===== src/rtl/mog_frame_sequencer.sv =====
// mog_frame_sequencer: frame-level controller for the MoG foreground pipeline.
// Issues one raster pixel per cycle into a fixed-latency pipeline, tracks the
// in-flight pixels in a PIPE_LAT-deep delay line, and turns the returning
// foreground flag into a parameter write-back strobe plus a mask beat.
// Optional feature macro: MOG_FG_COUNT_EN adds the fg_count output.
//
// Handshake: a pixel beat transfers on a rising edge where s_valid and s_ready
// are both high. s_ready is combinational from state, credit count and s_sof
// (while hunting for SOF, an SOF beat must wait for a credit; non-SOF beats
// are always taken and dropped). m_mask_valid has no ready: the consumer
// returns one credit per freed entry on m_credit_return.
`timescale 1ns/1ps
module mog_frame_sequencer #(
    parameter int IMG_W    = 320,
    parameter int IMG_H    = 240,
    parameter int ADDR_W   = 17,
    parameter int PIPE_LAT = 6,
    parameter int CREDITS  = 8
) (
    input  logic              clk,
    input  logic              rst,
    input  logic              start,
    input  logic [15:0]       cfg_fg_threshold,
    input  logic [3:0]        cfg_match_threshold,
    output logic [15:0]       fg_threshold,
    output logic [3:0]        match_threshold,
    input  logic              s_valid,
    output logic              s_ready,
    input  logic              s_sof,
    input  logic [7:0]        s_pixel,
    output logic              pipe_in_valid,
    output logic [ADDR_W-1:0] pipe_in_addr,
    output logic [7:0]        pipe_in_pixel,
    input  logic              pipe_out_is_fg,
    output logic              param_wr_en,
    output logic [ADDR_W-1:0] param_wr_addr,
    output logic              m_mask_valid,
    output logic [7:0]        m_mask_data,
    output logic              m_mask_last,
    input  logic              m_credit_return,
    output logic              busy,
    output logic              frame_done,
    output logic              sof_err
`ifdef MOG_FG_COUNT_EN
    ,
    output logic [ADDR_W:0]   fg_count
`endif
);

    localparam int NPIX  = IMG_W * IMG_H;
    localparam int COL_W = (IMG_W > 1) ? $clog2(IMG_W) : 1;
    localparam int CRD_W = $clog2(CREDITS + 1);
    localparam logic [ADDR_W-1:0] LAST_PIX = ADDR_W'(NPIX - 1);
    localparam logic [COL_W-1:0]  LAST_COL = COL_W'(IMG_W - 1);
    localparam logic [CRD_W-1:0]  CRD_MAX  = CRD_W'(CREDITS);

    typedef enum logic [2:0] {
        S_IDLE     = 3'd0,
        S_WAIT_SOF = 3'd1,
        S_RUN      = 3'd2,
        S_DRAIN    = 3'd3,
        S_DONE     = 3'd4
    } state_t;

    state_t state_q, state_d;

    logic issue, start_acc, last_pix, last_col, credit_ok;

    logic [ADDR_W-1:0] pix_cnt_q, pix_cnt_d;
    logic [COL_W-1:0]  col_q, col_d;
    logic [CRD_W-1:0]  credit_q, credit_d;
    logic [15:0]       fg_thr_q, fg_thr_d;
    logic [3:0]        match_thr_q, match_thr_d;
    logic              sof_err_q, sof_err_d;

    logic              pipe_valid_q, pipe_valid_d;
    logic [ADDR_W-1:0] pipe_addr_q, pipe_addr_d;
    logic [7:0]        pipe_pixel_q, pipe_pixel_d;
    logic              pipe_last_q, pipe_last_d;

    logic [PIPE_LAT-1:0]             dl_valid_q, dl_valid_d;
    logic [PIPE_LAT-1:0]             dl_last_q, dl_last_d;
    logic [PIPE_LAT-1:0][ADDR_W-1:0] dl_addr_q, dl_addr_d;

    logic              mask_valid_q, mask_valid_d;
    logic              mask_fg_q, mask_fg_d;
    logic [ADDR_W-1:0] mask_addr_q, mask_addr_d;
    logic              mask_last_q, mask_last_d;

    assign start_acc = (state_q == S_IDLE) && start;
    assign last_pix  = (pix_cnt_q == LAST_PIX);
    assign last_col  = (col_q == LAST_COL);
    assign credit_ok = (credit_q != '0);

    // Input acceptance: ready per state, and which accepted beats become issues.
    always_comb begin
        s_ready = 1'b0;
        case (state_q)
            S_WAIT_SOF: s_ready = s_sof ? credit_ok : 1'b1;
            S_RUN:      s_ready = credit_ok;
            default:    s_ready = 1'b0;
        endcase
        issue = s_valid && s_ready &&
                ((state_q == S_RUN) || ((state_q == S_WAIT_SOF) && s_sof));
    end

    // Frame FSM next-state.
    always_comb begin
        state_d = state_q;
        case (state_q)
            S_IDLE:     if (start) state_d = S_WAIT_SOF;
            S_WAIT_SOF: if (issue) state_d = last_pix ? S_DRAIN : S_RUN;
            S_RUN:      if (issue && last_pix) state_d = S_DRAIN;
            S_DRAIN:    if (!pipe_valid_q && (dl_valid_q == '0)) state_d = S_DONE;
            S_DONE:     state_d = S_IDLE;
            default:    state_d = S_IDLE;
        endcase
    end

    // Counters, credits, shadows, issue register, delay line and completion stage.
    always_comb begin
        pix_cnt_d = pix_cnt_q;
        col_d     = col_q;
        if (start_acc) begin
            pix_cnt_d = '0;
            col_d     = '0;
        end else if (issue) begin
            pix_cnt_d = last_pix ? '0 : pix_cnt_q + 1'b1;
            col_d     = last_col ? '0 : col_q + 1'b1;
        end

        // A return at full count is dropped; issue plus return cancels out.
        credit_d = credit_q;
        if (issue && !m_credit_return)
            credit_d = credit_q - 1'b1;
        else if (!issue && m_credit_return && (credit_q != CRD_MAX))
            credit_d = credit_q + 1'b1;

        fg_thr_d    = start_acc ? cfg_fg_threshold    : fg_thr_q;
        match_thr_d = start_acc ? cfg_match_threshold : match_thr_q;

        sof_err_d = sof_err_q;
        if (start_acc)
            sof_err_d = 1'b0;
        else if (issue && (state_q == S_RUN) && s_sof)
            sof_err_d = 1'b1;

        pipe_valid_d = issue;
        pipe_addr_d  = issue ? pix_cnt_q : pipe_addr_q;
        pipe_pixel_d = issue ? s_pixel   : pipe_pixel_q;
        pipe_last_d  = issue ? last_col  : pipe_last_q;

        // The delay line starts from the registered issue so its head lines up
        // with the cycle in which the pipeline presents pipe_out_is_fg.
        dl_valid_d    = dl_valid_q;
        dl_last_d     = dl_last_q;
        dl_addr_d     = dl_addr_q;
        dl_valid_d[0] = pipe_valid_q;
        dl_last_d[0]  = pipe_last_q;
        dl_addr_d[0]  = pipe_addr_q;
        for (int i = 1; i < PIPE_LAT; i++) begin
            dl_valid_d[i] = dl_valid_q[i-1];
            dl_last_d[i]  = dl_last_q[i-1];
            dl_addr_d[i]  = dl_addr_q[i-1];
        end

        mask_valid_d = dl_valid_q[PIPE_LAT-1];
        mask_fg_d    = dl_valid_q[PIPE_LAT-1] && pipe_out_is_fg;
        mask_last_d  = dl_valid_q[PIPE_LAT-1] && dl_last_q[PIPE_LAT-1];
        mask_addr_d  = dl_valid_q[PIPE_LAT-1] ? dl_addr_q[PIPE_LAT-1] : mask_addr_q;
    end

    // State register with synchronous reset; reset also flushes in-flight pixels.
    always_ff @(posedge clk) begin
        if (rst) begin
            state_q      <= S_IDLE;
            pix_cnt_q    <= '0;
            col_q        <= '0;
            credit_q     <= CRD_MAX;
            fg_thr_q     <= 16'h00FF;
            match_thr_q  <= 4'd5;
            sof_err_q    <= 1'b0;
            pipe_valid_q <= 1'b0;
            pipe_addr_q  <= '0;
            pipe_pixel_q <= '0;
            pipe_last_q  <= 1'b0;
            dl_valid_q   <= '0;
            dl_last_q    <= '0;
            dl_addr_q    <= '0;
            mask_valid_q <= 1'b0;
            mask_fg_q    <= 1'b0;
            mask_addr_q  <= '0;
            mask_last_q  <= 1'b0;
        end else begin
            state_q      <= state_d;
            pix_cnt_q    <= pix_cnt_d;
            col_q        <= col_d;
            credit_q     <= credit_d;
            fg_thr_q     <= fg_thr_d;
            match_thr_q  <= match_thr_d;
            sof_err_q    <= sof_err_d;
            pipe_valid_q <= pipe_valid_d;
            pipe_addr_q  <= pipe_addr_d;
            pipe_pixel_q <= pipe_pixel_d;
            pipe_last_q  <= pipe_last_d;
            dl_valid_q   <= dl_valid_d;
            dl_last_q    <= dl_last_d;
            dl_addr_q    <= dl_addr_d;
            mask_valid_q <= mask_valid_d;
            mask_fg_q    <= mask_fg_d;
            mask_addr_q  <= mask_addr_d;
            mask_last_q  <= mask_last_d;
        end
    end

    assign fg_threshold    = fg_thr_q;
    assign match_threshold = match_thr_q;
    assign pipe_in_valid   = pipe_valid_q;
    assign pipe_in_addr    = pipe_addr_q;
    assign pipe_in_pixel   = pipe_pixel_q;
    assign param_wr_en     = mask_valid_q;
    assign param_wr_addr   = mask_addr_q;
    assign m_mask_valid    = mask_valid_q;
    assign m_mask_data     = {8{mask_fg_q}};
    assign m_mask_last     = mask_last_q;
    assign busy            = (state_q != S_IDLE);
    assign frame_done      = (state_q == S_DONE);
    assign sof_err         = sof_err_q;

`ifdef MOG_FG_COUNT_EN
    logic [ADDR_W:0] fg_acc_q, fg_acc_d, fg_count_q, fg_count_d;

    // Count foreground beats this frame; publish the total at frame completion.
    always_comb begin
        fg_acc_d = fg_acc_q;
        if (start_acc)
            fg_acc_d = '0;
        else if (mask_valid_q && mask_fg_q)
            fg_acc_d = fg_acc_q + 1'b1;
        fg_count_d = (state_q == S_DONE) ? fg_acc_q : fg_count_q;
    end

    // Foreground counter registers.
    always_ff @(posedge clk) begin
        if (rst) begin
            fg_acc_q   <= '0;
            fg_count_q <= '0;
        end else begin
            fg_acc_q   <= fg_acc_d;
            fg_count_q <= fg_count_d;
        end
    end

    assign fg_count = fg_count_q;
`endif

endmodule

===== config.mk =====
export PLATFORM = sky130hd
export DESIGN_NAME = mog_frame_sequencer
export DESIGN_NICKNAME = d
export VERILOG_FILES = /design/src/rtl/mog_frame_sequencer.sv
export SDC_FILE = /design/constraint.sdc
export NUM_CORES = 1
export LEC_CHECK = 0
export ABC_AREA = 1
export CORE_MARGIN = 2
export CORE_UTILIZATION = 25
export DETAILED_ROUTE_END_ITERATION = 16
export PLACE_DENSITY = 0.42
export RECOVER_POWER = 100
export SYNTH_ARGS = -nofsm -noshare
export SYNTH_HDL_FRONTEND = slang
export SYNTH_SLANG_ARGS = --single-unit

===== constraint.sdc =====
create_clock -name clk -period 4.35 [get_ports clk]
set_input_delay 0.6525 -clock clk [delete_from_list [all_inputs] [get_ports clk]]
set_output_delay 0.6525 -clock clk [all_outputs]
set_load 0.02 [all_outputs]

; ---- After elaboration in Yosys (flattened, before gate mapping)
; Index checks and enable logic that the tools add are counted.
[op_classes]
eq_ne = 11
n_mux = 12
add_sub_neg = 4
reduce_logical = 24
[op_table]
columns = op, count
row1 = $add 17x1->17 const B, 1
row2 = $eq 17x17->1 const B, 1
row3 = $mux 17, 1
row4 = $logic_and 1x1->1, 13
row5 = $mux 3, 4
row6 = $pmux 3 s4, 1
row7 = $add 9x1->9 const B, 1
row8 = $eq 9x9->1 const B, 1
row9 = $mux 9, 1
row10 = $mux 4, 2
row11 = $ne 2x2->1 const B, 4
row12 = $eq 3x2->1 const B, 2
row13 = $logic_not 6->1, 1
row14 = $add 4x1->4 const B, 1
row15 = $ne 4x4->1 const B, 1
row16 = $reduce_and 4->1, 1
row17 = $reduce_bool 4->1, 1
row18 = $sub 4x1->4 const B, 1
row19 = $eq 3x1->1 const B, 1
row20 = $eq 3x3->1 const B, 1
row21 = $logic_not 1->1, 3
row22 = $logic_not 3->1, 1
row23 = $reduce_bool 3->1, 1
row24 = $mux 1, 2
row25 = 4 further kinds, 4
[totals]
register_bits = 215
word_cells = 74
out_inout_bits = 78
inputBits = 35

; ---- Logic depth before layout (Yosys ltp)
; Gate-level depths: netlist of the first run.
[depth]
ltp_word = 10
depth_mapped = 16
depth_no_buf = 16

; ---- Worst setup path before layout of the first run
; OpenSTA, ideal clock, no wires.
[synth_timing]
kind = input to register
start = in s_sof
end = reg credit_q[3]
setup_ns = 0.127
cell_stages = 14
path_buffers = 0
t_required_ns = 4.223
t_arrival_ns = 2.107
setup_slack_ns = 2.116
cell_sequence = nand3_1 -> nand2_1 -> nand2_2 -> nand4_1 -> inv_1 -> ha_1 -> nand2_1 -> nand2_1 -> a31oi_1 -> inv_1 -> nand2_1 -> nand2_1 -> nand2_1 -> nand3_1
[synth_via]
elab_chain_cells = 8
elab_cells_between_ends = 12
classes_between = mux (3) / reduce/logical (9)
[synth_lines]
columns = element, line
row1 = from (decl), 29  ; input logic s_sof,
row2 = $mux 1 (*), 99  ; S_WAIT_SOF: s_ready = s_sof ? credit_ok : 1'b1;
row3 = $pmux 1 s2 (*), 98  ; case (state_q)
row4 = via s_ready, 28  ; output logic s_ready,
row5 = $logic_and 1x1->1 (*) (2 in series), 103  ; issue = s_valid && s_ready &&
row6 = $logic_not 1->1, 136  ; else if (!issue && m_credit_return && (credit_q != CRD_MAX))
row7 = $logic_and 1x1->1 (2 in series), 136
row8 = $reduce_bool 2->1 (no source line), -
row9 = to (signal assigned), 198  ; credit_q <= credit_d;
row10 = to (decl), 71  ; logic [CRD_W-1:0] credit_q, credit_d;
; Mark *: on every way through the listed nets, which the timed path passes. The rest lies on a longest branch.
; A chain may end at the register's enable or synchronous reset.

; ---- Worst setup path in the final report of the first run
[layout_timing]
start = in rst
end = reg dl_addr_q[91] (netlist bit)
[layout_rtl]
columns = element, line
row1 = from (decl), 21  ; input logic rst,
row2 = to (signal assigned), 208  ; dl_addr_q <= dl_addr_d;
row3 = to (decl), 83  ; logic [PIPE_LAT-1:0][ADDR_W-1:0] dl_addr_q, dl_addr_d;
; No word-level cell between the ends.

==> flow_metrics.tcl, run 1 <==
set metrics [dict create \
    outcome "finished, violations left" \
    violations "capacitance limit, slew limit" \
    path_cells "clkbuf_1 > buf_4 > buf_4 > nor2_1" \
    reg2reg_depth 12 \
    synth_top_family_by_area "simple AND/OR/NAND/NOR gates" \
    fin_setup_tns_ns 0 \
    core_area_mm2 0.0296 \
    synth_simple_gate_area_share 0.214 \
    insertion_delay_ns 0.51 \
    crit_top_cell "buf_4" \
    leakage_nw 3.88 \
    cts_tree "built" \
    ctsHtreeMaxLevel 1 \
    die-area_mm2 0.0316 \
    num_vias 5488 \
    grt_max_degree 51 \
    yosysWarnings 0 \
    skew_ns 0.0131 \
    p_comb_frac 0.187 \
    layout.nets 1057 \
    die_x_um 178 \
    drive_gt1_frac 0.0477 \
    p_sw_frac 0.293 \
    hold_violations 0 \
    synth-async-reset-ratio 0 \
    path_clk_slew_ns 0.06 \
    antenna_found_initial 0 \
    yosysUniqueCellTypes 37 \
    share_seq_of_total_power 0.444 \
    r2r_slack_ns 1.51 \
    dr.pass1.iters 5 \
    power.density_mw_per_mm2 520 \
    initial_core_util 0.254 \
    cts.sink_count 215 \
    post_cts_resized 0 \
    num_antenna_cells 0 \
    finalWorstSetupSlack_ns 1.15 \
    syn_nets 975 \
    worstMarginPinSlew_ns 2.38 \
    num_rows 63 \
    fill_cells 3182 \
    setup_violations 0 \
    syn_inst 935 \
    track_usage 0.103 \
    grt_setup_unrepaired "false" \
    drc 0 \
    crit_required_ns 4.73 \
    ant_nets 0 \
    min_period_over_period 0.736 \
    postCtsSetupRepairBufs 0 \
    vias_per_cell 3.87 \
    synth.yosys.seq_area_share 0.571 \
    routed_wl_um 16400 \
    synth_edf_count 0 \
    drt-initial-drc-count 320 \
    cts-root-buf "clkbuf_16" \
    cp-end-kind "flop" \
    r2r_start "state_q[2]$_SDFFE_PP0P_" \
    syn-cell-area_mm2 0.00754 \
    clockBufferDepth 3 \
    vdd_drop_max_uv 270 \
    gr-total-overflow 0 \
    startpoint_type "primary input" \
    crit_start "rst" \
    syn_avg_cell_area_um2 8.07 \
    place.gp.congestion 0.790 \
    synth_top_area_cell "dfxtp_1" \
    cp_max_fo 50 \
    critPathCapture "dl_addr_q[91]$_SDFF_PP0_" \
    io_buffers 112 \
    finalMaxSlewViolations 51 \
    critical_path_arrival_ns 3.58 \
    p_sw_w 0.00145 \
    synth-adder-area-share 0.00929 \
    synth_compound_area_frac 0.0692 \
    synthXorXnorAreaFrac 0.00929 \
    numCtsBuffers 24 \
    hold_buffers 0 \
    relSlewSlack -0.590 \
    yosys_register_bits 215 \
    hold_class "flop to flop" \
    max_clock_freq_mhz 312 \
    synth_ff_type "dfxtp_1" \
    ys_top_cells_by_count "dfxtp_1, nor2_1, inv_1" \
    grt_pass1_vias 5188 \
    synth_top_area_frac 0.571 \
    ys_top_cells_by_area "dfxtp_1, nor2_1, inv_1" \
    wire_per_inst_um 11.5 \
    path_class "primary input to flop" \
    crit_path_max_incr_delay_ns 1.66 \
    grt_pass1_wl_um 26600 \
    r2r_end "pix_cnt_q[4]$_SDFFE_PP0P_" \
    yosysMostFrequentCell "dfxtp_1" \
    place_ws_ns 1.35 \
    slowest_stage "clkbuf_1" \
    synth.area.mux_share 0 \
    clkPwrFrac 0.369 \
    internal_power_w 0.00350 \
    hpwl_um 10700 \
    area_growth_syn_to_layout_pct 26.2 \
    fp.dieH_um 178 \
    maxCapViolCount 1 \
    fin_crit_ns 3.20 \
    io_pins 113 \
    whs_ns 0.389 \
]
## placed cells by master, fill, tap and decap left out, types with 3 or more instances in the layout
cell             instances
clkdlybuf4s50_1         33
inv_1                  158
o22a_1                   7
clkbuf_1                 6
nand3_1                 29
nor3_1                  13
dlygate4sd3_1           78
a31oi_1                  3
nand2_1                117
nor2_1                 209
clkinv_2                 3
xor2_1                   8
a21oi_1                 26
buf_4                    5
clkbuf_8                 3
nand4_1                 13
clkbuf_16               24
o21ai_0                 47
dfxtp_1                215
ha_1                     4
## power by group through the flow
stage	combinational [W]	sequential (W)	clock, W
final	0.000927	0.00220	0.00183
after global routing	0.00104	0.00222	0.00198
after CTS	0.000996	0.00221	0.00190
after detailed placement	0.000992	0.00225	0
after global placement	0.000986	0.00225	0
after floorplan	0.000579	0.00230	0
## per-stage QoR
step / util / area (µm²) / power (W) / instances
global route: 0.321 / 9520 / 0.00524 / 1418
floorplan: - / 7540 / 0.00288 / 935
CTS: 0.322 / 9540 / 0.00510 / 1418
global placement: 0.298 / 8840 / 0.00323 / 1381
detailed placement: 0.298 / 8840 / 0.00324 / 1381
finish: 0.321 / 9520 / 0.00495 / 1418
## cell families after synthesis
| kind of cell | after synthesis |
|---|---|
| simple gates | 392 |
| flops | 215 |
| fa+ha+maj | 5 |
| xor+xnor | 8 |
| buf+inv | 223 |
| compound gates | 92 |
## state kept, by name (all words and copies together) (netlist names)
register and cells:
dl_addr_d 85, dl_addr_q 17, param_wr_addr 17, pipe_in_addr 17, pix_cnt_q 17, fg_threshold 16
col_q 9, pipe_in_pixel 8, dl_last_q 6, dl_valid_q 6, credit_q 4, match_threshold 4
state_q 3, m_mask_last 1, m_mask_valid 1, mask_fg_q 1, pipe_in_valid 1, pipe_last_q 1
sof_err 1
## critical path, delay by kind of cell
family | cells | cell delay, ns
simple gates | 1 | 0.10
buf+inv | 3 | 2.76
## area by class of cell
| type | instances | area [µm²] | area share |
|---|---|---|---|
| Clock buffer | 32 | 661 | 0.0694 |
| Multi-Input combinational cell | 497 | 2270 | 0.238 |
| Inverter | 161 | 604 | 0.0635 |
| Timing Repair Buffer | 118 | 1160 | 0.122 |
| Sequential cell | 215 | 4300 | 0.452 |
| Tap cell | 390 | 488 | 0.0513 |
| Clock inverter | 5 | 38.8 | 0.00407 |
## how the worst min path moves through the flow
| stage | from | to | cells past startpoint |
|---|---|---|---|
| after floorplan | dl_addr_d[83]$_SDFF_PP0_ | dl_addr_d[100]$_SDFF_PP0_ | 2 |
| after global placement | dl_addr_d[76]$_SDFF_PP0_ | dl_addr_d[93]$_SDFF_PP0_ | 2 |
| after detailed placement | dl_addr_d[38]$_SDFF_PP0_ | dl_addr_d[55]$_SDFF_PP0_ | 2 |
| after CTS | dl_addr_d[32]$_SDFF_PP0_ | dl_addr_d[49]$_SDFF_PP0_ | 2 |
| after global routing | dl_addr_d[46]$_SDFF_PP0_ | dl_addr_d[63]$_SDFF_PP0_ | 2 |
| final | dl_addr_d[42]$_SDFF_PP0_ | dl_addr_d[59]$_SDFF_PP0_ | 2 |
## per-layer routing
metal,global-route usage,wire [µm],vias up,share of wire
li1,-,-,2984,-
met1,0.144,8250,2352,0.50
met3,0.0210,769,32,0.047
met4,0.0365,454,0,0.028
met5,0,0,-,0
met2,0.156,6880,120,0.42
(Power assumes the default switching activity.)
==> run 2: changes to the inputs <==
Clock period 4.35 ns to 3.15 ns, I/O delays scaled along.
==> run 2 against run 1 <==
Net effect: the run still ends with capacitance limit, slew limit left; final cell count is 1.1% higher; first-iteration DRC count is 12% lower; core utilization is 0.55 points higher; die area stayed put; global-route usage is 0.091 points lower; clock-buffer cell count is 2 higher; worst setup slack worse by 0.59 ns; critical path type is now flop to output port; critical endpoint is now s_ready; largest power group unchanged.
==> flow_metrics.tcl, run 2 (synthesis results as in run 1) <==
set metrics [dict create \
    outcome "finished, violations left" \
    violations "capacitance limit, slew limit" \
    power.density_mw_per_mm2 744 \
    hold_class "primary input to flop" \
    hold_buffers 0 \
    relSlewSlack -0.384 \
    dr.pass1.iters 4 \
    area_growth_syn_to_layout_pct 28.4 \
    setup_violations 0 \
    hold_violations 0 \
    grt_setup_unrepaired "false" \
    initial_core_util 0.254 \
    min_period_over_period 0.821 \
    reg2reg_depth 13 \
    place.gp.congestion 0.780 \
    r2r_end "pix_cnt_q[2]$_SDFFE_PP0P_" \
    crit_family "buffers and inverters" \
    crit_buf_inv 2 \
    vias_per_cell 3.85 \
    path_class "flop to output port" \
    die-area_mm2 0.0316 \
    skew_ns 0.00945 \
    fill_cells 3214 \
    crit_path_max_incr_delay_ns 0.68 \
    cts_tree "built" \
    ctsHtreeMaxLevel 1 \
    r2r_slack_ns 0.58 \
    grt_pass1_vias 5216 \
    post_cts_resized 0 \
    path_cells "inv_1 > nand2_1 > nor2_1 > nand2_1 > nand2_2 > dlygate4sd3_1" \
    num_vias 5520 \
    path_clk_slew_ns 0.06 \
    io_pins 113 \
    ant_nets 0 \
    layout_commonest_cell "dfxtp_1" \
    drive_gt1_frac 0.0594 \
    cp-end-kind "output port" \
    met2_usage 0.167 \
    io_buffers 112 \
    cts-root-buf "clkbuf_16" \
    leakage_nw 3.97 \
    dp_cells 1388 \
    slowest_stage "dlygate4sd3_1" \
    clockBufferDepth 3 \
    max_clock_freq_mhz 387 \
    grt_max_degree 66 \
    whs_endpoint "dl_addr_d[45]$_SDFF_PP0_" \
    cts.sink_count 215 \
    antenna_found_initial 0 \
    cp_max_fo 5 \
    finalMaxSlewViolations 49 \
    crit_top_cell "nand2_1" \
    numCtsBuffers 25 \
    min_from "rst" \
    critical_path_arrival_ns 2.11 \
    drc 0 \
    fp.dieH_um 178 \
    largest_reg_flops 85 \
    routed_wl_um 15900 \
    fin_setup_tns_ns 0 \
    startpoint_type "flop" \
    grt_util_met1 0.135 \
    r2r_start "state_q[1]$_SDFFE_PP0P_" \
    grt_pass1_wl_um 26500 \
    vdd_drop_max_uv 355 \
    worstMarginPinSlew_ns 2.08 \
    hpwl_um 10600 \
    crit_cells 6 \
    core_area_mm2 0.0296 \
    track_usage 0.102 \
    min_path_cells 2 \
    wire_per_inst_um 11.1 \
    final_cell_mix "dfxtp_1, nor2_1, inv_1, nand2_1, dlygate4sd3_1" \
    fin_crit_ns 2.59 \
    die_x_um 178 \
    layout.nets 1065 \
    maxCapViolCount 1 \
    postCtsSetupRepairBufs 0 \
    drt-initial-drc-count 283 \
    grt_use_met3 0.0242 \
    gr-max-usage-layer "met2" \
    stdcell_count 1433 \
    p_total_w 0.00721 \
    gr-total-overflow 0 \
    insertion_delay_ns 0.51 \
    crit_required_ns 2.68 \
    num_antenna_cells 0 \
    num_rows 63 \
]
run 2: cell count changes in the layout (fill, tap and decap cells not counted), moves of 2 or more:
cell / before / now
clkbuf_1: 6 / 9
buf_4: 5 / 8
inv_1: 158 / 156
bufinv_16: 0 / 3
clkinv_2: 3 / 5
inv_2: 2 / 4
run 2: metrics by stage:
step           utilization  hold slack, ns  area, µm²  setup WS (ns)
3_3_place_gp         0.300           0.393       8890          0.521
6_report             0.327           0.334       9680          0.563
2_1_floorplan            -           0.388       7540          0.998
3_5_place_dp         0.300           0.392       8890          0.468
5_1_grt              0.327           0.324       9680          0.249
4_1_cts              0.328           0.320       9730          0.594
run 2: worst register-to-register path, stage by stage (launching register included):
cell and delay (ns):
dfxtp_1 0.31, inv_1 0.10, nand2_1 0.10, inv_1 0.09
nand2_1 0.06, nor2_1 0.12, inv_1 0.33, nand2_1 0.15
clkbuf_1 0.68, inv_2 0.09, nand2_1 0.17, inv_2 0.10
o21ai_0 0.10, a21oi_1 0.05
run 2: layer usage:
layer / wire, µm / share of wire
met3: 813 / 0.051
met5: 0 / 0
met4: 274 / 0.017
met1: 7790 / 0.49
met2: 7010 / 0.44
run 2: how the worst max path moves through the flow:
stage | end | from | slack [ns]
final | s_ready | state_q[1]$_SDFFE_PP0P_ | 0.56
after global routing | pix_cnt_q[2]$_SDFFE_PP0P_ | state_q[2]$_SDFFE_PP0P_ | 0.25
after CTS | s_ready | state_q[1]$_SDFFE_PP0P_ | 0.59
after detailed placement | credit_q[3]$_SDFFE_PP1P_ | s_sof | 0.47
after global placement | credit_q[3]$_SDFFE_PP1P_ | s_sof | 0.52
after floorplan | credit_q[3]$_SDFFE_PP1P_ | state_q[1]$_SDFFE_PP0P_ | 1.0
run 2: layout make-up:
class	count	area, µm²	share of cell area
Clock buffer	34	699	0.0722
Clock inverter	11	140	0.0145
Inverter	161	604	0.0624
Multi-Input combinational cell	497	2250	0.233
Sequential cell	215	4300	0.444
Tap cell	390	488	0.0504
Timing Repair Buffer	125	1200	0.124
run 2: power by group:
group / internal, W / leakage [nW] / switching [W]
Combinational: 0.000467 / 1.82 / 0.000810
Clock: 0.00180 / 0.413 / 0.00110
Sequential: 0.00292 / 1.74 / 0.000108
Total: 0.00519 / 3.97 / 0.00202
==> run 3: changes to the inputs <==
Settings changed: PLACE_DENSITY 0.42 to 0.44.
Clock period 3.15 ns to 2.1 ns, I/O delays scaled along.
==> run 3 against run 2 <==
Net effect: hold slack got worse by 0.16 ns; via count fell by 0.78%; the run now ends clean; critical path type unchanged; first-iteration DRC count fell by 31%; sequential share of layout area fell by 1.0 points; wire length rose by 0.49%; largest power group unchanged.
==> flow_metrics.tcl, run 3 (synthesis results as in run 1) <==
set metrics [dict create \
    outcome "finished, final reports clean" \
    critical_path_arrival_ns 1.66 \
    ctsHtreeMaxLevel 1 \
    path_class "flop to output port" \
    layout_commonest_cell "dfxtp_1" \
    fin_area_mm2 0.00992 \
    final_cell_mix "dfxtp_1, nor2_1, inv_1, nand2_1, clkdlybuf4s50_1" \
    hold_buffers 0 \
    numCtsBuffers 24 \
    path_clk_slew_ns 0.06 \
    fin_crit_ns 1.98 \
    maxCapViolCount 0 \
    whs_ns 0.174 \
    die-area_mm2 0.0316 \
    finalWorstSetupSlack_ns 0.121 \
    grt_pass1_wl_um 26100 \
    area_growth_syn_to_layout_pct 31.6 \
    largest_reg_flops 85 \
    startpoint_type "flop" \
    io_buffers 112 \
    place_ws_ns -0.126 \
    drive_gt1_frac 0.0925 \
    io_pins 113 \
    fp.dieH_um 178 \
    skew_ns 0.00802 \
    vdd_drop_max_uv 490 \
    initial_core_util 0.254 \
    gr-total-overflow 0 \
    crit_buf_inv 3 \
    place.gp.congestion 0.804 \
    cts_tree "built" \
    num_rows 63 \
    worstMarginPinSlew_ns 0.994 \
    grt_max_degree 94 \
    ant_nets 0 \
    vias_per_cell 3.78 \
    insertion_delay_ns 0.51 \
    wire_per_inst_um 11.0 \
    drc 0 \
    placed_area_mm2 0.00907 \
    dr.pass1.iters 4 \
    max_clock_freq_mhz 505 \
    antenna_found_initial 0 \
    min_period_over_period 0.943 \
    grt_setup_unrepaired "true" \
    relSlewSlack 0.337 \
    cp-end-kind "output port" \
    crit_path_max_incr_delay_ns 0.33 \
    path_cells "inv_2 > nor3_4 > nand2_2 > nand2_4 > buf_4 > clkdlybuf4s15_2" \
    dp_cells 1405 \
    num_antenna_cells 0 \
    power.density_mw_per_mm2 1120 \
    layout.nets 1083 \
    hold_class "primary input to flop" \
    finalMaxSlewViolations 0 \
    cts.sink_count 215 \
    crit_family "buffers and inverters" \
    clockBufferDepth 3 \
    cts-root-buf "clkbuf_16" \
    setup_violations 0 \
    slowest_stage "dfxtp_2" \
    num_vias 5477 \
    cp_max_fo 4 \
    core_area_mm2 0.0296 \
    leakage_nw 3.88 \
    hpwl_um 10500 \
    track_usage 0.101 \
    crit_required_ns 1.78 \
    grt_pass1_vias 5231 \
    routed_wl_um 16000 \
    stdcell_count 1449 \
    drt-initial-drc-count 196 \
    hold_violations 0 \
    fin_util 0.335 \
    die_x_um 178 \
]
[run 3: area by class of cell]
cell class                 instances  area (µm²)
fill                            3174       19700
timing repair buffer             144        1370
sequential                       215        4310
inverter                         161         604
tap                              390         488
clock inverter                     6         116
multi-input combinational        497        2320
clock buffer                      36         716
[run 3: final timing paths]
| kind | startpoint | endpoint | slack [ns] | depth (start not counted) |
|---|---|---|---|---|
| hold / removal | rst | dl_addr_d[50]$_SDFF_PP0_ | 0.17 | 2 |
| setup reg to reg | pix_cnt_q[0]$_SDFFE_PP0P_ | pix_cnt_q[3]$_SDFFE_PP0P_ | 0.19 | 11 |
| setup / recovery | state_q[1]$_SDFFE_PP0P_ | s_ready | 0.12 | 6 |
| hold reg to reg | dl_addr_d[23]$_SDFF_PP0_ | dl_addr_d[40]$_SDFF_PP0_ | 0.39 | 2 |
[run 3: metal layers]
metal,track usage,share of wire,vias to the layer above
met5,0,0,-
met4,0.0389,0.026,0
met3,0.0214,0.053,31
met2,0.160,0.43,111
met1,0.133,0.49,2308
li1,-,-,3027
[run 3: metrics by stage]
stage / power (W) / setup TNS [ns]
3_3_place_gp: 0.00689 / -0.110
3_5_place_dp: 0.00690 / -0.162
5_1_grt: 0.0118 / -0.0173
2_1_floorplan: 0.00601 / 0
4_1_cts: 0.0113 / 0
6_report: 0.0111 / 0
[run 3: where the power goes]
part | internal, W | switching [W]
clock | 0.00271 | 0.00160
combinational | 0.000933 | 0.00130
sequential | 0.00439 | 0.000182
total | 0.00803 | 0.00309
[run 3: repair_timing]
item                                    in CTS  in global routing
pin swaps                                    0                  3
resized for setup                            6                  8
setup buffers                                0                  2
endpoints found under the setup margin       3                  2
